--- src/rtl/inst_dispatcher.sv ---
// Instruction dispatcher: turns LD/ST/GEMM/DRAINSYS instructions into SRAM burst and controller traffic.
// Optional busy-cycle counter is enabled by defining DISPATCH_PERF_CNT_EN.
module inst_dispatcher #(
    parameter int OPCODE_WIDTH         = 4,
    parameter int BUF_ID_WIDTH         = 2,
    parameter int MEM_LOC_WIDTH        = 10,
    parameter int LOG2_SRAM_BANK_DEPTH = 10,
    parameter int NUM_ROW              = 8,
    parameter int NUM_COL              = 8,
    parameter int DATA_WIDTH           = 8,
    parameter int ACCU_DATA_WIDTH      = 32,
    parameter int CTRL_WIDTH           = 4,
    parameter int BURST_LEN            = 8,
    parameter logic [OPCODE_WIDTH-1:0] opcode_LD       = 4'b0010,
    parameter logic [OPCODE_WIDTH-1:0] opcode_ST       = 4'b0011,
    parameter logic [OPCODE_WIDTH-1:0] opcode_GEMM     = 4'b0100,
    parameter logic [OPCODE_WIDTH-1:0] opcode_DRAINSYS = 4'b0101
) (
    input  logic                                clk,
    input  logic                                rst_n,
    input  logic                                inst_valid,
    output logic                                inst_ready,
    input  logic [OPCODE_WIDTH-1:0]             opcode,
    input  logic [BUF_ID_WIDTH-1:0]             buf_id,
    input  logic [MEM_LOC_WIDTH-1:0]            mem_loc,
    output logic                                ext_rd_en,
    output logic [MEM_LOC_WIDTH-1:0]            ext_rd_addr,
    input  logic [NUM_COL*DATA_WIDTH-1:0]       ext_rd_data,
    output logic                                ext_wr_en,
    output logic [MEM_LOC_WIDTH-1:0]            ext_wr_addr,
    output logic [NUM_COL*ACCU_DATA_WIDTH-1:0]  ext_wr_data,
    output logic                                i_top_wr_en,
    output logic [LOG2_SRAM_BANK_DEPTH-1:0]     i_top_wr_addr,
    output logic [NUM_COL*DATA_WIDTH-1:0]       i_top_wr_data,
    output logic                                i_left_wr_en,
    output logic [LOG2_SRAM_BANK_DEPTH-1:0]     i_left_wr_addr,
    output logic [NUM_COL*DATA_WIDTH-1:0]       i_left_wr_data,
    output logic                                i_down_rd_en,
    output logic [LOG2_SRAM_BANK_DEPTH-1:0]     i_down_rd_addr,
    input  logic [NUM_COL*ACCU_DATA_WIDTH-1:0]  o_down_rd_data,
    output logic [CTRL_WIDTH-1:0]               i_ctrl_state,
    input  logic                                ctrl_done,
    output logic [LOG2_SRAM_BANK_DEPTH-1:0]     i_top_sram_rd_start_addr,
    output logic [LOG2_SRAM_BANK_DEPTH-1:0]     i_top_sram_rd_end_addr,
    output logic [LOG2_SRAM_BANK_DEPTH-1:0]     i_left_sram_rd_start_addr,
    output logic [LOG2_SRAM_BANK_DEPTH-1:0]     i_left_sram_rd_end_addr,
    output logic [LOG2_SRAM_BANK_DEPTH-1:0]     i_down_sram_rd_start_addr,
    output logic [LOG2_SRAM_BANK_DEPTH-1:0]     i_down_sram_rd_end_addr,
    output logic                                busy,
    output logic                                err_illegal,
    output logic [31:0]                         perf_busy_cycles
);

    localparam int CNT_W = $clog2(BURST_LEN + 1);

    localparam logic [2:0] S_IDLE  = 3'd0;
    localparam logic [2:0] S_LD    = 3'd1;
    localparam logic [2:0] S_ST    = 3'd2;
    localparam logic [2:0] S_GEMM  = 3'd3;
    localparam logic [2:0] S_DRAIN = 3'd4;
    localparam logic [2:0] S_ERR   = 3'd5;

    localparam logic [BUF_ID_WIDTH-1:0] BUF_TOP  = BUF_ID_WIDTH'(0);
    localparam logic [BUF_ID_WIDTH-1:0] BUF_LEFT = BUF_ID_WIDTH'(1);
    localparam logic [BUF_ID_WIDTH-1:0] BUF_DOWN = BUF_ID_WIDTH'(2);

    localparam logic [CTRL_WIDTH-1:0] CTRL_IDLE  = CTRL_WIDTH'(0);
    localparam logic [CTRL_WIDTH-1:0] CTRL_GEMM  = CTRL_WIDTH'(1);
    localparam logic [CTRL_WIDTH-1:0] CTRL_DRAIN = CTRL_WIDTH'(2);

    if (NUM_ROW != NUM_COL || LOG2_SRAM_BANK_DEPTH != MEM_LOC_WIDTH) begin : g_bad_cfg
        $error("inst_dispatcher: NUM_ROW must equal NUM_COL and LOG2_SRAM_BANK_DEPTH must equal MEM_LOC_WIDTH");
    end

    logic [2:0]                      state_q, state_d;
    logic [CNT_W-1:0]                cnt_q, cnt_d;
    logic [MEM_LOC_WIDTH-1:0]        base_q, base_d;
    logic                            sel_left_q, sel_left_d;
    logic                            err_q, err_d;
    logic [LOG2_SRAM_BANK_DEPTH-1:0] win_start_q, win_start_d;
    logic [LOG2_SRAM_BANK_DEPTH-1:0] win_end_q, win_end_d;

    logic                     accept;
    logic                     rd_phase;
    logic                     wr_phase;
    logic [MEM_LOC_WIDTH-1:0] rd_addr;
    logic [MEM_LOC_WIDTH-1:0] wr_addr;

    assign inst_ready = (state_q == S_IDLE);
    assign busy       = (state_q != S_IDLE);
    assign accept     = inst_valid && inst_ready;

    // Burst pipeline: cnt 0..BURST_LEN-1 issue reads, cnt 1..BURST_LEN land writes one cycle later.
    assign rd_phase = (cnt_q < CNT_W'(BURST_LEN));
    assign wr_phase = (cnt_q != '0);
    assign rd_addr  = base_q + MEM_LOC_WIDTH'(cnt_q);
    assign wr_addr  = rd_addr - MEM_LOC_WIDTH'(1);

    always_comb begin
        // NOTE: every variable gets a default first so no path can infer a latch.
        state_d     = state_q;
        cnt_d       = cnt_q;
        base_d      = base_q;
        sel_left_d  = sel_left_q;
        err_d       = err_q;
        win_start_d = win_start_q;
        win_end_d   = win_end_q;

        case (state_q)
            S_IDLE: begin
                if (accept) begin
                    base_d     = mem_loc;
                    sel_left_d = (buf_id == BUF_LEFT);
                    cnt_d      = '0;
                    if (opcode == opcode_LD && (buf_id == BUF_TOP || buf_id == BUF_LEFT)) begin
                        state_d = S_LD;
                    end else if (opcode == opcode_ST && buf_id == BUF_DOWN) begin
                        state_d = S_ST;
                    end else if (opcode == opcode_GEMM) begin
                        state_d     = S_GEMM;
                        win_start_d = LOG2_SRAM_BANK_DEPTH'(mem_loc);
                        win_end_d   = LOG2_SRAM_BANK_DEPTH'(mem_loc + MEM_LOC_WIDTH'(BURST_LEN - 1));
                    end else if (opcode == opcode_DRAINSYS) begin
                        state_d = S_DRAIN;
                    end else begin
                        state_d = S_ERR;
                        err_d   = 1'b1;
                    end
                end
            end
            S_LD, S_ST: begin
                if (cnt_q == CNT_W'(BURST_LEN)) begin
                    state_d = S_IDLE;
                end else begin
                    cnt_d = cnt_q + CNT_W'(1);
                end
            end
            S_GEMM, S_DRAIN: begin
                if (ctrl_done) begin
                    state_d = S_IDLE;
                end
            end
            default: state_d = S_IDLE;
        endcase
    end

    always_comb begin
        ext_rd_en      = 1'b0;
        ext_rd_addr    = '0;
        ext_wr_en      = 1'b0;
        ext_wr_addr    = '0;
        ext_wr_data    = '0;
        i_top_wr_en    = 1'b0;
        i_top_wr_addr  = '0;
        i_top_wr_data  = '0;
        i_left_wr_en   = 1'b0;
        i_left_wr_addr = '0;
        i_left_wr_data = '0;
        i_down_rd_en   = 1'b0;
        i_down_rd_addr = '0;
        i_ctrl_state   = CTRL_IDLE;

        case (state_q)
            S_LD: begin
                if (rd_phase) begin
                    ext_rd_en   = 1'b1;
                    ext_rd_addr = rd_addr;
                end
                if (wr_phase && sel_left_q) begin
                    i_left_wr_en   = 1'b1;
                    i_left_wr_addr = LOG2_SRAM_BANK_DEPTH'(wr_addr);
                    i_left_wr_data = ext_rd_data;
                end else if (wr_phase) begin
                    i_top_wr_en   = 1'b1;
                    i_top_wr_addr = LOG2_SRAM_BANK_DEPTH'(wr_addr);
                    i_top_wr_data = ext_rd_data;
                end
            end
            S_ST: begin
                if (rd_phase) begin
                    i_down_rd_en   = 1'b1;
                    i_down_rd_addr = LOG2_SRAM_BANK_DEPTH'(rd_addr);
                end
                if (wr_phase) begin
                    ext_wr_en   = 1'b1;
                    ext_wr_addr = wr_addr;
                    ext_wr_data = o_down_rd_data;
                end
            end
            S_GEMM:  i_ctrl_state = CTRL_GEMM;
            S_DRAIN: i_ctrl_state = CTRL_DRAIN;
            default: ;
        endcase
    end

    // NOTE: sequential state uses non-blocking assignments so every flop samples pre-edge values.
    always_ff @(posedge clk) begin
        if (!rst_n) begin
            state_q     <= S_IDLE;
            cnt_q       <= '0;
            base_q      <= '0;
            sel_left_q  <= 1'b0;
            err_q       <= 1'b0;
            win_start_q <= '0;
            win_end_q   <= '0;
        end else begin
            state_q     <= state_d;
            cnt_q       <= cnt_d;
            base_q      <= base_d;
            sel_left_q  <= sel_left_d;
            err_q       <= err_d;
            win_start_q <= win_start_d;
            win_end_q   <= win_end_d;
        end
    end

    assign err_illegal               = err_q;
    assign i_top_sram_rd_start_addr  = win_start_q;
    assign i_top_sram_rd_end_addr    = win_end_q;
    assign i_left_sram_rd_start_addr = win_start_q;
    assign i_left_sram_rd_end_addr   = win_end_q;
    assign i_down_sram_rd_start_addr = win_start_q;
    assign i_down_sram_rd_end_addr   = win_end_q;

`ifdef DISPATCH_PERF_CNT_EN
    logic [31:0] perf_q, perf_d;

    always_comb begin
        perf_d = perf_q;
        if (busy && perf_q != '1) begin
            perf_d = perf_q + 32'd1;
        end
    end

    always_ff @(posedge clk) begin
        if (!rst_n) begin
            perf_q <= '0;
        end else begin
            perf_q <= perf_d;
        end
    end

    assign perf_busy_cycles = perf_q;
`else
    assign perf_busy_cycles = '0;
`endif

endmodule

--- config.mk ---
export PLATFORM = sky130hd
export DESIGN_NAME = inst_dispatcher
export DESIGN_NICKNAME = d
export VERILOG_FILES = /design/src/rtl/inst_dispatcher.sv
export SDC_FILE = /design/constraint.sdc
export NUM_CORES = 1
export LEC_CHECK = 0
export CELL_PAD_IN_SITES_DETAIL_PLACEMENT = 0
export CELL_PAD_IN_SITES_GLOBAL_PLACEMENT = 1
export CORE_AREA = 2 2 343 345
export CTS_CLUSTER_SIZE = 30
export DETAILED_ROUTE_END_ITERATION = 8
export DIE_AREA = 0 0 345 347
export PLACE_DENSITY_LB_ADDON = 0.1
export RECOVER_POWER = 25
export SLEW_MARGIN = 20
export SYNTH_ARGS = -nofsm -noshare
export SYNTH_HDL_FRONTEND = slang
export SYNTH_SLANG_ARGS = --single-unit
--- constraint.sdc ---
create_clock -name clk -period 4.3 [get_ports clk]
set_input_delay 1.29 -clock clk [delete_from_list [all_inputs] [get_ports clk]]
set_output_delay 1.29 -clock clk [all_outputs]
set_load 0.1 [all_outputs]
==> out/results.txt <==
R2R setup slack: 0.99 ns
Yosys reg bits: 39
Startpoint Class: register
NumNets Final: 1991
Starting Density: 5.11%
Cell area power density: 207 mW/mm2
Final min period: 4.19 ns
# hold bufs at CTS: 0
Cell count of the worst hold path: 2
Cell area after synthesis: 0.00591 mm2
Max-slew violations: 0
Cell Chain, Critical Path: ha_2 -> inv_1 -> fa_1 -> nand2b_4 -> a21oi_2 -> mux2i_1 -> o32a_1 -> or4_1 -> nand2_1 -> buf_12
Routed wire length per instance: 23.2 um
Beginning of the worst register-to-register path: state_q[2]
Slew headroom: 10.0%
Clk_lat worst skew: 0.29 ns
Grt total ovfl: 0
Yosys cell types: 56
Peak supply drop: 0.225 mV
Num CTS Buffers: 5
Leakage: 0.00863 uW
Setup crit start: base_q[0]
CP required: 3.01 ns
H-tree depth: 2
DRC: 0
FF-to-FF End: i_down_sram_rd_end_addr[2]
CORE AREA: 0.116 mm2
# setup viols final: 0
Dpl cell area: 0.0200 mm2
Io pins: 878
Worst setup EP type: output port
WL final: 73500 um
Clock buffer depth: 2
Largest net degree at the start of global routing: 149
DRT iter0 DRCs: 436
Via density: 2.95
Maxcap violations: 0
Seq/Total Area, Yosys: 13.2%
Hold WC Path Type: reg2reg
HPWL Detailed: 63700 um
Clock skew: 0.00866 ns
Reg clk slew, reported paths: 0.06 ns
First-pass GRT wire length: 96400 um
Synth Instances: 887
Layout cells sized above 1: 30.4%
Rows: 125
Clk root buf: clkbuf_16
Crit Path Class: reg2out
Hold Path Sink: base_q[2]
IO buf count: 843
Yosys Warn Count: 0
Cell taking the most area after synthesis: and3_1
Setup tns final: 0 ns
Overall Power: 4140 uW
RSZ-0062 raised after global routing: yes
Via count: 9354
Status: complete, no violations
Die Height: 347 um
Final ANT Viol Nets: 0
Area of the multi-input gates: 0.00434 mm2
R2R depth: 8
Critical path's slowest cell: or4_1
CP arrival: 2.90 ns
Layout area overhead: 238%
Synthesized area per cell: 6.66 um2
Die Wd: 345 um
Gpl congestion: 0.803
Synth top area share: 27.4%
Max FO, Critical Path: 4
Top FF cell, synth: dfxtp_1
HP Start: base_q[2]
EDFF count, synth: 0
FF/Latch Area: 781 um2
Commonest non-fill, non-tap cells in the layout: 415 x buf_12, 337 x clkdlybuf4s50_1, 259 x and3_1
Die area: 0.120 mm2
Most common cell after layout, fill and taps aside: buf_12
Synth async-reset ratio: 0%
Number of global-route vias before repair: 9963
Max Freq: 0.239 GHz
Worst slew pin tran: 1.35 ns
Synth top area cells: and3_1 27%, and2_1 14%, dfxtp_1 13%
Clock Sinks: 39
Antenna violations before repair: 25
GRT Overall Usage: 11.6%
Final Util: 17.3%
Initial DRT Pass Iterations: 4
Period utilization: 97.4%
Slowest Stage Delay on Critical Path: 0.53 ns
FILL cells: 12916
Post-route cell area: 0.0200 mm2
TritonCTS clock tree: built
Final Hold Viols: 0
-- cell type report --
type | count | share of cell area, %
Timing Repair Buffer | 875 | 63.7
Clock buffer | 6 | 0.645
Inverter | 19 | 0.357
Tap cell | 1524 | 9.54
Antenna cell | 7 | 0.0877
Multi-Input combinational cell | 702 | 21.7
Sequential cell | 39 | 3.91
Clock inverter | 2 | 0.0626
-- critical path: cells and delay by family, from the launching register on --
kind            cells  cell delay [ns]
compound gates      2             0.46
fa+ha+maj           2             0.59
flops               1             0.34
buf+inv             2             0.24
mux                 1             0.11
simple gates        3             0.86
-- report_power, final --
part	switching, uW	internal (uW)	total (uW)
combinational	2290	1030	3320
sequential	52.2	401	454
clock	156	214	370
total	2500	1640	4140
-- cells by family after synthesis --
logic type | share of synthesized area, %
other | 0.0634
adder cells (fa/ha/maj) | 2.03
flip-flops | 13.2
XOR/XNOR | 3.85
AND/OR/NAND/NOR | 55.7
buffers and inverters | 16.2
AO/OA/AOI/OAI | 8.38
multiplexers | 0.508
-- state kept, by name, summed over array words and instances, names as in the netlist --
signal	flops
i_down_sram_rd_end_addr	10
sel_left_q	1
cnt_q	4
i_down_sram_rd_start_addr	10
state_q	3
base_q	10
err_illegal	1
-- layer usage --
layer,global-route usage (%),up-vias,routed length (um)
met5,0,-,35
met3,6.02,55,8580
met4,0.671,6,546
met2,20.8,449,36800
li1,-,4405,-
met1,12.7,4439,27500
-- what timing repair did --
action / CTS / global route
endpoints found under the hold margin: 0 / 0
setup endpoints to repair: 8 / 9
resized for setup: 1 / 4
buffers inserted: 0 / 2
pin swaps: 0 / 4
-- worst max path at each step --
stage / to / cells past startpoint
2_1_floorplan: i_left_wr_addr[5] / 9
3_3_place_gp: i_left_wr_addr[9] / 11
3_5_place_dp: i_left_wr_addr[9] / 11
4_1_cts: i_top_wr_addr[9] / 10
5_1_grt: i_left_wr_addr[8] / 10
6_report: i_left_wr_addr[8] / 10
-- metrics by stage --
stage / instances / setup WS [ns] / hold WS [ns]
2_1_floorplan: 920 / -0.407 / 0.443
3_3_place_gp: 3157 / 0.204 / 0.471
3_5_place_dp: 3157 / 0.260 / 0.468
4_1_cts: 3165 / 0.00467 / 0.483
5_1_grt: 3168 / -0.0106 / 0.499
6_report: 3174 / 0.111 / 0.475
-- synth_stat cells, types with 2 or more instances --
cell type    n
nor3b_1      4
nand2b_1     6
buf_2        7
clkbuf_1    78
o21ai_1      2
or4_1        4
o311ai_1     3
nand4_2      2
and3_1     259
a21boi_1     5
xor2_1      13
and2_1     133
a21boi_0    18
nand2_1     68
xnor2_1     13
inv_1       18
o32a_1       2
nand4_1      5
o21a_1       2
buf_4       74
a211o_1      3
ha_1         8
nor2b_1      3
or3_1        3
nor2_1      56
nand4b_1     3
nand3b_1     3
o211ai_1     3
nor3_1       2
o211a_1      8
mux2i_1      3
dfxtp_1     39
a21oi_1      7
nand3_1      8
No activity file was read; power rests on OpenSTA's default activity.
